### src/rtl/byte_pkg.sv
// Shared definitions for the byte serializer / deserializer pair.
// Frame-size defaults, byte width and the deserializer state encoding.
package byte_pkg;
  localparam int BYTE_W        = 8;
  localparam int DEF_MAX_BYTES = 32;
  localparam int DEF_CNT_W     = 6;

  typedef enum logic [1:0] {
    IDLE    = 2'd0,
    COLLECT = 2'd1,
    DONE    = 2'd2
  } state_t;
endpackage

### src/rtl/byte_deser_if.sv
// Byte-in / frame-out bundle of the deserializer.
// The slave modport is the deserializer side; master is the producer/consumer side.
interface byte_deser_if
  import byte_pkg::*;
#(
  parameter int MAX_BYTES = DEF_MAX_BYTES,
  parameter int CNT_W     = DEF_CNT_W
);
  logic                          begin_frame;
  logic [CNT_W-1:0]              din_bytecount;
  logic [BYTE_W-1:0]             din;
  logic                          din_valid;
  logic [BYTE_W*MAX_BYTES-1:0]   dout;
  logic                          dout_valid;
  logic                          dout_ack;
  logic [CNT_W-1:0]              dout_bytecount;
  logic                          busy;
  logic                          overrun;
  logic                          err;

  modport master (
    output begin_frame, din_bytecount, din, din_valid, dout_ack,
    input  dout, dout_valid, dout_bytecount, busy, overrun, err
  );

  modport slave (
    input  begin_frame, din_bytecount, din, din_valid, dout_ack,
    output dout, dout_valid, dout_bytecount, busy, overrun, err
  );
endinterface

### src/rtl/byte_deser_timer.sv
// Inter-byte timeout counter, built only with BYTE_DESER_TIMEOUT_EN.
// o_expired pulses on the TIMEOUT_CYCLES-th consecutive enabled cycle without i_clear.
`ifdef BYTE_DESER_TIMEOUT_EN
module byte_deser_timer #(
  parameter int TIMEOUT_CYCLES = 1000000
)(
  input  logic clk,
  input  logic reset_n,
  input  logic i_clear,
  input  logic i_enable,
  output logic o_expired
);
  localparam int TW = $clog2(TIMEOUT_CYCLES + 1);

  logic [TW-1:0] r_cnt;

  assign o_expired = i_enable && !i_clear && (r_cnt == TW'(TIMEOUT_CYCLES - 1));

  always_ff @(posedge clk or negedge reset_n) begin
    if (!reset_n) begin
      r_cnt <= '0;
    end else if (i_clear || o_expired) begin
      r_cnt <= '0;
    end else if (i_enable) begin
      r_cnt <= r_cnt + TW'(1);
    end
  end
endmodule
`endif

### src/rtl/byte_deser.sv
// Collects a framed run of bytes into one little-endian word, presented with valid/ack; dout_valid 1 cycle after the last byte.
// Optional inter-byte timeout under BYTE_DESER_TIMEOUT_EN; bytes arriving outside COLLECT are dropped and flagged in overrun.
module byte_deser
  import byte_pkg::*;
#(
  parameter int MAX_BYTES = DEF_MAX_BYTES,
  parameter int CNT_W     = DEF_CNT_W
`ifdef BYTE_DESER_TIMEOUT_EN
  ,parameter int TIMEOUT_CYCLES = 1000000
`endif
)(
  input  logic         clk,
  input  logic         reset_n,
  byte_deser_if.slave  bus
);
  localparam int DW = BYTE_W * MAX_BYTES;

  state_t           r_state, w_state_nxt;
  logic [CNT_W-1:0] r_count, w_count_nxt;
  logic [CNT_W-1:0] r_index, w_index_nxt;
  logic [CNT_W-1:0] r_dout_bytecount, w_bytecount_nxt;
  logic [DW-1:0]    r_dout, w_dout_nxt;
  logic             r_dout_valid, w_valid_nxt;
  logic             r_overrun, w_overrun_nxt;
  logic             r_err, w_err_nxt;
  logic             w_cnt_ok, w_last, w_start, w_expired;

  assign w_cnt_ok = (bus.din_bytecount != '0) && (bus.din_bytecount <= CNT_W'(MAX_BYTES));
  assign w_last   = (r_index == r_count - CNT_W'(1));
  assign w_start  = bus.begin_frame && w_cnt_ok &&
                    ((r_state == IDLE) || (r_state == COLLECT) ||
                     ((r_state == DONE) && bus.dout_ack));

`ifdef BYTE_DESER_TIMEOUT_EN
  logic w_tmr_clr;
  logic w_tmr_en;
  assign w_tmr_clr = (r_state != COLLECT) || bus.din_valid || bus.begin_frame;
  assign w_tmr_en  = (r_state == COLLECT);

  byte_deser_timer #(.TIMEOUT_CYCLES(TIMEOUT_CYCLES)) u_timer (
    .clk       (clk),
    .reset_n   (reset_n),
    .i_clear   (w_tmr_clr),
    .i_enable  (w_tmr_en),
    .o_expired (w_expired)
  );
`else
  assign w_expired = 1'b0;
`endif

  always_comb begin
    w_state_nxt     = r_state;
    w_count_nxt     = r_count;
    w_index_nxt     = r_index;
    w_bytecount_nxt = r_dout_bytecount;
    w_dout_nxt      = r_dout;
    w_valid_nxt     = r_dout_valid;
    w_overrun_nxt   = r_overrun;
    w_err_nxt       = 1'b0;

    case (r_state)
      IDLE: begin
        if (bus.begin_frame && !w_cnt_ok) w_err_nxt = 1'b1;
      end
      COLLECT: begin
        if (bus.begin_frame) begin
          // any begin_frame here aborts the partial frame; a bad count also drops to IDLE
          w_err_nxt = 1'b1;
          if (!w_cnt_ok) begin
            w_state_nxt = IDLE;
            w_dout_nxt  = '0;
          end
        end else if (bus.din_valid) begin
          for (int k = 0; k < MAX_BYTES; k++) begin
            if (r_index == CNT_W'(k)) w_dout_nxt[k*BYTE_W +: BYTE_W] = bus.din;
          end
          if (w_last) begin
            w_state_nxt     = DONE;
            w_valid_nxt     = 1'b1;
            w_bytecount_nxt = r_count;
          end else begin
            w_index_nxt = r_index + CNT_W'(1);
          end
        end else if (w_expired) begin
          w_err_nxt   = 1'b1;
          w_dout_nxt  = '0;
          w_state_nxt = IDLE;
        end
      end
      DONE: begin
        if (bus.dout_ack) begin
          w_valid_nxt = 1'b0;
          w_state_nxt = IDLE;
          if (bus.begin_frame && !w_cnt_ok) w_err_nxt = 1'b1;
        end else if (bus.begin_frame) begin
          w_err_nxt = 1'b1;
        end
      end
      default: w_state_nxt = IDLE;
    endcase

    if (w_start) begin
      w_state_nxt   = COLLECT;
      w_count_nxt   = bus.din_bytecount;
      w_index_nxt   = '0;
      w_dout_nxt    = '0;
      w_overrun_nxt = 1'b0;
    end

    // a byte is accepted only in COLLECT without a competing begin_frame
    if (bus.din_valid && !((r_state == COLLECT) && !bus.begin_frame)) w_overrun_nxt = 1'b1;
  end

  always_ff @(posedge clk or negedge reset_n) begin
    if (!reset_n) begin
      r_state          <= IDLE;
      r_count          <= '0;
      r_index          <= '0;
      r_dout_bytecount <= '0;
      r_dout           <= '0;
      r_dout_valid     <= 1'b0;
      r_overrun        <= 1'b0;
      r_err            <= 1'b0;
    end else begin
      r_state          <= w_state_nxt;
      r_count          <= w_count_nxt;
      r_index          <= w_index_nxt;
      r_dout_bytecount <= w_bytecount_nxt;
      r_dout           <= w_dout_nxt;
      r_dout_valid     <= w_valid_nxt;
      r_overrun        <= w_overrun_nxt;
      r_err            <= w_err_nxt;
    end
  end

  assign bus.dout           = r_dout;
  assign bus.dout_valid     = r_dout_valid;
  assign bus.dout_bytecount = r_dout_bytecount;
  assign bus.busy           = (r_state == COLLECT);
  assign bus.overrun        = r_overrun;
  assign bus.err            = r_err;
endmodule

### src/flat_wrapper.sv
// flat-port wrapper written by rule: the top's interface ports become plain ports
module byte_deser_flat import byte_pkg::*;
#(
  parameter int MAX_BYTES = DEF_MAX_BYTES,
  parameter int CNT_W     = DEF_CNT_W

)
  (clk, reset_n, bus_begin_frame, bus_din_bytecount, bus_din, bus_din_valid, bus_dout_ack, bus_dout, bus_dout_valid, bus_dout_bytecount, bus_busy, bus_overrun, bus_err);
  byte_deser_if #(.MAX_BYTES(MAX_BYTES), .CNT_W(CNT_W)) bus_i ();
  input  logic clk;
  input  logic reset_n;
  input wire logic [$bits(bus_i.begin_frame)-1:0] bus_begin_frame;
  input wire logic [$bits(bus_i.din_bytecount)-1:0] bus_din_bytecount;
  input wire logic [$bits(bus_i.din)-1:0] bus_din;
  input wire logic [$bits(bus_i.din_valid)-1:0] bus_din_valid;
  input wire logic [$bits(bus_i.dout_ack)-1:0] bus_dout_ack;
  output wire logic [$bits(bus_i.dout)-1:0] bus_dout;
  output wire logic [$bits(bus_i.dout_valid)-1:0] bus_dout_valid;
  output wire logic [$bits(bus_i.dout_bytecount)-1:0] bus_dout_bytecount;
  output wire logic [$bits(bus_i.busy)-1:0] bus_busy;
  output wire logic [$bits(bus_i.overrun)-1:0] bus_overrun;
  output wire logic [$bits(bus_i.err)-1:0] bus_err;
  assign bus_i.begin_frame = bus_begin_frame;
  assign bus_i.din_bytecount = bus_din_bytecount;
  assign bus_i.din = bus_din;
  assign bus_i.din_valid = bus_din_valid;
  assign bus_i.dout_ack = bus_dout_ack;
  assign bus_dout = bus_i.dout;
  assign bus_dout_valid = bus_i.dout_valid;
  assign bus_dout_bytecount = bus_i.dout_bytecount;
  assign bus_busy = bus_i.busy;
  assign bus_overrun = bus_i.overrun;
  assign bus_err = bus_i.err;
  byte_deser #(.MAX_BYTES(MAX_BYTES), .CNT_W(CNT_W)) u_core (.clk(clk), .reset_n(reset_n), .bus(bus_i));
endmodule
### config.mk
export PLATFORM = sky130hd
export DESIGN_NAME = byte_deser_flat
export DESIGN_NICKNAME = d
export VERILOG_FILES = /design/src/rtl/byte_pkg.sv /design/src/rtl/byte_deser_if.sv /design/src/rtl/byte_deser_timer.sv /design/src/rtl/byte_deser.sv /design/src/flat_wrapper.sv
export SDC_FILE = /design/constraint.sdc
export NUM_CORES = 1
export LEC_CHECK = 0
export ABC_AREA = 1
export BUFFER_PORTS_ARGS = -buffer_cell sky130_fd_sc_hd__buf_4
export CAP_MARGIN = 25
export CELL_PAD_IN_SITES_DETAIL_PLACEMENT = 0
export CELL_PAD_IN_SITES_GLOBAL_PLACEMENT = 1
export CORE_ASPECT_RATIO = 0.7
export CORE_UTILIZATION = 30
export CTS_CLUSTER_SIZE = 10
export DETAILED_ROUTE_END_ITERATION = 12
export PLACE_DENSITY = 0.62
export SLEW_MARGIN = 20
export SYNTH_ARGS = -nofsm -noshare
export SYNTH_HDL_FRONTEND = slang
export SYNTH_SLANG_ARGS = --single-unit
### constraint.sdc
create_clock -name clk -period 2.5 [get_ports clk]
set_clock_uncertainty 0.1 [all_clocks]
set_input_delay 0.5 -clock clk [delete_from_list [all_inputs] [get_ports clk]]
set_output_delay 0.5 -clock clk [all_outputs]
set_load 0.005 [all_outputs]
==> flow_summary.yaml, run 1 <==
global_route:
  globalRouteOverflowTotal: 0
  grt_pass1_vias: 8779
  track_usage: 0.1879
  grt_use_met2: 0.2781
  antenna_found_initial: 0
  grt_util_met1: 0.2650
  busiest_layer: "met2"
  use_met3: 0.06431
  grt_max_degree: 66
  grt_pass1_wl_um: 56490
synth:
  ys_warn_count: 0
  syn_inst: 1125
  yosysUniqueCellTypes: 29
  yosys.area.top_type: "dfrtp_1"
  ys_top_cells_by_area: "dfrtp_1 60%, nand2_1 11%, o21ai_1 9.8%"
  synth_seq_cells: 279
  syn-num-nets: 1153
  syn_area_um2: 11630
  synth.yosys.seq_area_share: 0.6003
  yosysTopAreaCellShare: 0.6003
  syn_area_per_cell_um2: 10.34
clock_tree:
  clock_latency_ns: 0.51
  cts-root-buf: "clkbuf_16"
  cts_setup_buffers: 0
  clkTransAtPathRegs_ns: 0.06
  cts.htree.levels: 2
  cts_resized: 0
  cts_tree: "done"
  cts.sinks: 279
  cts_inserted_buffers: 34
  clock_path_buffers: 3
die:
  core.rowCount: 59
  io_pins: 285
  initial_core_util: 0.3089
  core_area_um2: 37650
  fp.dieW_um: 237.3
  die_area_um2: 39570
  die-height_um: 166.7
timing:
  whs_ns: 0.1170
  finalSetupViolCount: 0
  fin_crit_sh: 0.8918
  tightest_slew_ns: 0.5787
  fin_crit_ns: 2.229
  tns_ns: 0
  hold_viol_final: 0
  grt_setup_unrepaired: "false"
  max_clock_freq_mhz: 448.5
  maxSlewViolCount: 0
  slew_headroom: 0.6142
cells_and_area:
  layout_commonest_cell: "nand2_1"
  antenna_cells: 0
  area.growth.synth_to_final_pct: 30.36
  drive_gt1_frac: 0.3225
  regArea_um2: 6982
  final_cell_mix: "333 x nand2_1, 309 x buf_4, 279 x dfrtp_1, 228 x o21ai_1, 48 x o21ai_2"
  multi_input_area_um2: 3994
  final.fill_count: 3739
  fin_cells: 1905
  fin_area_um2: 15160
  nNetsFinal: 1438
worst_setup_path:
  worstPathCellList: "inv_1 > ha_1 > inv_2 > nand3_2 > nand4_4 > nand2_4 > buf_12 > nand3_1 > buf_4 > nand2_1 > o21ai_1"
  path_max_fanout: 16
  cp_slowest_cell: "dfrtp_1"
  reg2reg_from: "u_core.r_state[1]"
  worstSetupPathType: "flip-flop to flip-flop"
  max_stage_delay_ns: 0.41
  reg2reg_to: "u_core.bus.dout[23]"
  end_kind: "flip-flop"
  cp.required_ns: 2.78
  r2r_slack_ns: 0.27
  arrival_ns: 2.51
  r2r_cells: 11
  startpoint_type: "flip-flop"
power_and_ir_drop:
  leakagePower_nw: 7.290
  ir_drop_mv: 0.4768
  total_power_w: 0.01870
  p_per_area_nw_per_um2: 1233
job:
  drv_cap: 0
placement:
  hpwl_um: 24840
  gp_congestion: 0.7879
  io_buffers: 284
  placed_cells: 1861
  placed_cell_area_um2: 14240
routing:
  drc: 0
  drt_iter0_markers: 560
  wirelength_um: 36830
  route.antenna.remaining_nets: 0
  dr.pass1.iters: 5
  viasPerCell: 4.638
  vias: 8835
  post_drt_wl_per_cell_um: 19.33
min_path:
  holdPathStages: 3
  hold_start: "bus_din_bytecount[1]"
  hold_end: "u_core.r_count[1]"
  hp-class: "primary input to flip-flop"
run_status:
  status: "finished, final reports clean"
synth_stat cells:
cell type,instances
xor2_1,4
o211ai_1,1
ha_1,9
buf_6,30
nand3_4,30
buf_4,4
o21ai_1,228
nand2_2,2
clkinv_1,1
a21oi_1,3
xnor2_1,1
nor2_1,15
inv_1,26
clkbuf_1,18
nand4_1,7
nand3_1,19
nand2_4,1
o21ai_0,26
buf_1,11
dfrtp_1,279
nand2_1,342
nand3_2,2
inv_2,4
nand4_4,1
nor2_2,3
buf_2,6
buf_12,3
o21ai_2,48
a211oi_1,1
logic make-up after synthesis:
logic type	after synthesis	synth area share
compound gates	307	0.1480
xor+xnor	5	0.003765
fa+ha+maj	9	0.009682
buf+inv	103	0.05873
flops	279	0.6003
simple gates	422	0.1795
worst max path at each step:
stage                         startpoint                   end  slack [ns]
finish                 u_core.r_state[1]   u_core.bus.dout[23]        0.27
global route           u_core.r_state[1]   u_core.bus.dout[17]        0.13
CTS                    u_core.r_state[1]   u_core.bus.dout[17]        0.24
detailed placement     u_core.r_state[1]   u_core.bus.dout[21]        0.25
global placement    bus_din_bytecount[2]   u_core.bus.dout[21]        0.31
floorplan              u_core.r_state[1]  u_core.bus.dout[179]        0.54
power breakdown:
| group | internal, W | switching [W] | leakage [nW] | total [W] |
|---|---|---|---|---|
| combinational | 0.00340 | 0.00347 | 3.20 | 0.00687 |
| clock | 0.00250 | 0.00181 | 0.443 | 0.00431 |
| sequential | 0.00633 | 0.00120 | 3.65 | 0.00752 |
area by class of cell:
type | count | area share
Sequential cell | 279 | 0.4605
Multi-Input combinational cell | 743 | 0.2634
Timing Repair Buffer | 321 | 0.1678
Tap cell | 488 | 0.04027
Inverter | 31 | 0.007675
Clock inverter | 2 | 0.001073
Clock buffer | 41 | 0.05925
critical path: cells and delay by family (launching register included):
kind,cells,cell delay (ns)
AO/OA/AOI/OAI,1,0.05
buffers and inverters,4,0.63
adder cells (fa/ha/maj),1,0.26
flip-flops,1,0.41
AND/OR/NAND/NOR,5,0.64
per-stage QoR:
stage	setup slack, ns	util
after global placement	0.3096	0.3782
after CTS	0.2422	0.4027
after global routing	0.1331	0.4027
final	0.2705	0.4027
after floorplan	0.5373	-
after detailed placement	0.2521	0.3782
repair_timing:
| item | in CTS | in global routing |
|---|---|---|
| endpoints found under the setup margin | 0 | 0 |
| hold buffers | 1 | 0 |
| endpoints found under the hold margin | 57 | 0 |
sequential cells by signal (all words and copies together), names as in the netlist:
register and flops:
u_core.bus.err 1, u_core.r_index 6, u_core.bus.dout 256, u_core.bus.dout_bytecount 6, u_core.bus.dout_valid 1, u_core.bus.overrun 1
u_core.r_state 2, u_core.r_count 6
metal layers:
layer  up-vias  share of wire
met5         -              0
met4         0          0.015
met3        43          0.080
met2       220           0.43
met1      4275           0.47
li1       4297              -
Power figures use the tool's default switching activity.
==> run 2, diff against run 1 <==
--- a/config.mk
+++ b/config.mk
@@ -5,7 +5,6 @@
 export SDC_FILE = /design/constraint.sdc
 export NUM_CORES = 1
 export LEC_CHECK = 0
-export ABC_AREA = 1
 export BUFFER_PORTS_ARGS = -buffer_cell sky130_fd_sc_hd__buf_4
 export CAP_MARGIN = 25
 export CELL_PAD_IN_SITES_DETAIL_PLACEMENT = 0
@@ -14,7 +13,7 @@
 export CORE_UTILIZATION = 30
 export CTS_CLUSTER_SIZE = 10
 export DETAILED_ROUTE_END_ITERATION = 12
-export PLACE_DENSITY = 0.62
+export PLACE_DENSITY = 0.63
 export SLEW_MARGIN = 20
 export SYNTH_ARGS = -nofsm -noshare
 export SYNTH_HDL_FRONTEND = slang
==> flow_summary.yaml, run 2 <==
timing:
  whs_ns: 0.1255
  layout_setup_ws_ns: -0.07810
  slew_headroom: 0.4944
  max_clock_freq_mhz: 387.9
  hold_viol_final: 0
  tightest_slew_ns: 0.7568
  fin_crit_ns: 2.578
  grt_setup_unrepaired: "true"
  maxSlewViolCount: 0
  fin_crit_sh: 1.031
  finalSetupViolCount: 7
worst_setup_path:
  cp.required_ns: 2.80
  max_stage_delay_ns: 0.53
  r2r_slack_ns: -0.08
  end_kind: "flip-flop"
  timing.critical_path.buf_inv: 0
  crit_path_frequent_cell: "or3_4"
  arrival_ns: 2.88
  worstSetupPathType: "flip-flop to flip-flop"
  crit_family: "simple AND/OR/NAND/NOR gates"
  reg2reg_to: "u_core.bus.dout_bytecount[3]"
  r2r_cells: 5
  path_max_fanout: 6
  worstPathCellList: "or4_4 > or3_4 > a2111o_1 > or3_4 > mux2_4"
  cp_slowest_cell: "or4_4"
  reg2reg_from: "u_core.r_count[1]"
  startpoint_type: "flip-flop"
synth:
  synth.yosys.seq_area_share: 0.5351
  synth_edf_count: 0
  yosysUniqueCellTypes: 35
  yosys-top-cells-count: "293 x a21oi_1, 279 x dfrtp_1, 272 x nand2_1"
  yosys.area.top_type: "dfrtp_1"
  syn_area_per_cell_um2: 8.211
  async_flop_share: 1.000
  yosys_most_used_dff: "dfrtp_1"
  synth.most_common_cell: "a21oi_1"
  syn-num-nets: 1617
  syn_inst: 1589
  ys_warn_count: 0
  synth_seq_cells: 279
  syn_area_um2: 13050
  yosysTopAreaCellShare: 0.5351
  ys_top_cells_by_area: "dfrtp_1 54%, a21oi_1 11%, o21ai_0 10%"
power_and_ir_drop:
  ir_drop_mv: 0.5592
  p_clk_frac: 0.202
  leakagePower_nw: 8.274
  swShare: 0.3661
  p_comb_frac: 0.402
  seqPwrFrac: 0.395
  internal_power_w: 0.01419
  switching_power_w: 0.008198
  total_power_w: 0.02239
  p_per_area_nw_per_um2: 1262
cells_and_area:
  largest_register_ffs: 256
  nNetsFinal: 1929
  drive_gt1_frac: 0.2490
  area.growth.synth_to_final_pct: 36.03
  layout_commonest_cell: "buf_4"
  antenna_cells: 0
  final_cell_mix: "371 x buf_4, 289 x a21oi_1, 279 x dfrtp_1, 265 x nand2_1"
  fin_util: 0.4162
die:
  core_area_um2: 42640
  die-height_um: 176.5
  die_area_um2: 44340
  initial_core_util: 0.3060
  fp.dieW_um: 251.3
  core.rowCount: 63
  io_pins: 285
routing:
  post_drt_wl_per_cell_um: 18.93
  wirelength_um: 47200
  route.antenna.remaining_nets: 0
  dr.pass1.iters: 5
  vias: 12100
  viasPerCell: 4.853
  drc: 0
  drt_iter0_markers: 858
clock_tree:
  clock_latency_ns: 0.52
  cts-root-buf: "clkbuf_16"
  clkTransAtPathRegs_ns: 0.05
  cts.sinks: 279
  clock_path_buffers: 3
  cts_setup_buffers: 0
  cts_tree: "done"
  cts.htree.levels: 2
  cts_inserted_buffers: 34
min_path:
  holdPathStages: 2
  hold_end: "u_core.r_count[3]"
  hold_start: "bus_din_bytecount[3]"
  hp-class: "primary input to flip-flop"
placement:
  io_buffers: 284
  hpwl_um: 31520
  gp_congestion: 0.7677
global_route:
  antenna_found_initial: 0
  grt_pass1_wl_um: 71550
  track_usage: 0.2095
  grt_max_degree: 78
  grt_pass1_vias: 11500
  globalRouteOverflowTotal: 0
run_status:
  status: "complete, but fails checks"
  violations: "negative setup slack"
job:
  drv_cap: 0
run 2: cell types whose count changed in the layout (fill, tap and decap cells not counted), moves of 7 or more:
cell	delta
nand4_1	-7
nand3_4	-29
buf_12	+21
a21oi_1	+286
nand2_1	-68
nor2_1	+248
buf_4	+62
nand3_1	-17
inv_1	-17
o21ai_0	+237
o21ai_2	-48
o21ai_1	-227
run 2: metrics by stage:
stage,setup WS (ns),cells,TNS (ns),instance area [um^2]
after floorplan,-0.1562,1589,-0.9369,13060
after global placement,-0.1911,2450,-41.79,16750
after detailed placement,-0.2182,2450,-44.23,16750
after CTS,-0.1231,2494,-0.7092,17730
after global routing,-0.1469,2493,-0.9091,17750
final,-0.07810,2493,-0.4615,17750
run 2: repair_timing:
item,in CTS,in global routing
gates resized for setup,1,9
hold buffers,1,0
endpoints found under the setup margin,7,84
pin swaps,0,0
hold endpoints to repair,37,0
run 2: kinds of logic after synthesis:
kind of cell	synth area share
multiplexers	0.01582
AO/OA/AOI/OAI	0.2218
AND/OR/NAND/NOR	0.1727
buffers and inverters	0.04191
flip-flops	0.5351
adder cells (fa/ha/maj)	0.008631
XOR/XNOR	0.004028
run 2: power by group through the flow:
stage          clock [W]  combinational (W)  sequential (W)
3_5_place_dp           0            0.00912         0.00888
5_1_grt          0.00483             0.0101         0.00915
4_1_cts          0.00467            0.00913         0.00885
6_report         0.00453            0.00901         0.00885
3_3_place_gp           0            0.00896         0.00878
2_1_floorplan          0            0.00342         0.00857
run 2: per-layer routing:
metal,GRT usage,share of wire
met5,0,0
met1,0.2940,0.47
met2,0.3166,0.44
met3,0.05750,0.066
met4,0.05615,0.021
run 2: worst max-delay path by stage:
stage	from	to	slack, ns	cells past startpoint
4_1_cts	u_core.r_count[1]	u_core.bus.dout_bytecount[3]	-0.12	6
6_report	u_core.r_count[1]	u_core.bus.dout_bytecount[3]	-0.08	5
2_1_floorplan	u_core.r_count[0]	u_core.bus.dout_bytecount[0]	-0.16	6
5_1_grt	u_core.r_count[1]	u_core.bus.dout_bytecount[3]	-0.15	5
3_5_place_dp	bus_din_bytecount[4]	u_core.bus.dout[116]	-0.22	8
3_3_place_gp	bus_din_bytecount[4]	u_core.bus.dout[117]	-0.19	8
run 2: layout make-up:
type / count / area [um^2]
Clock buffer: 42 / 954.7
Clock inverter: 1 / 7.507
Fill cell: 4262 / 24900
Inverter: 9 / 33.78
Multi-Input combinational cell: 1173 / 5608
Sequential cell: 279 / 6982
Tap cell: 585 / 732.0
Timing Repair Buffer: 404 / 3431
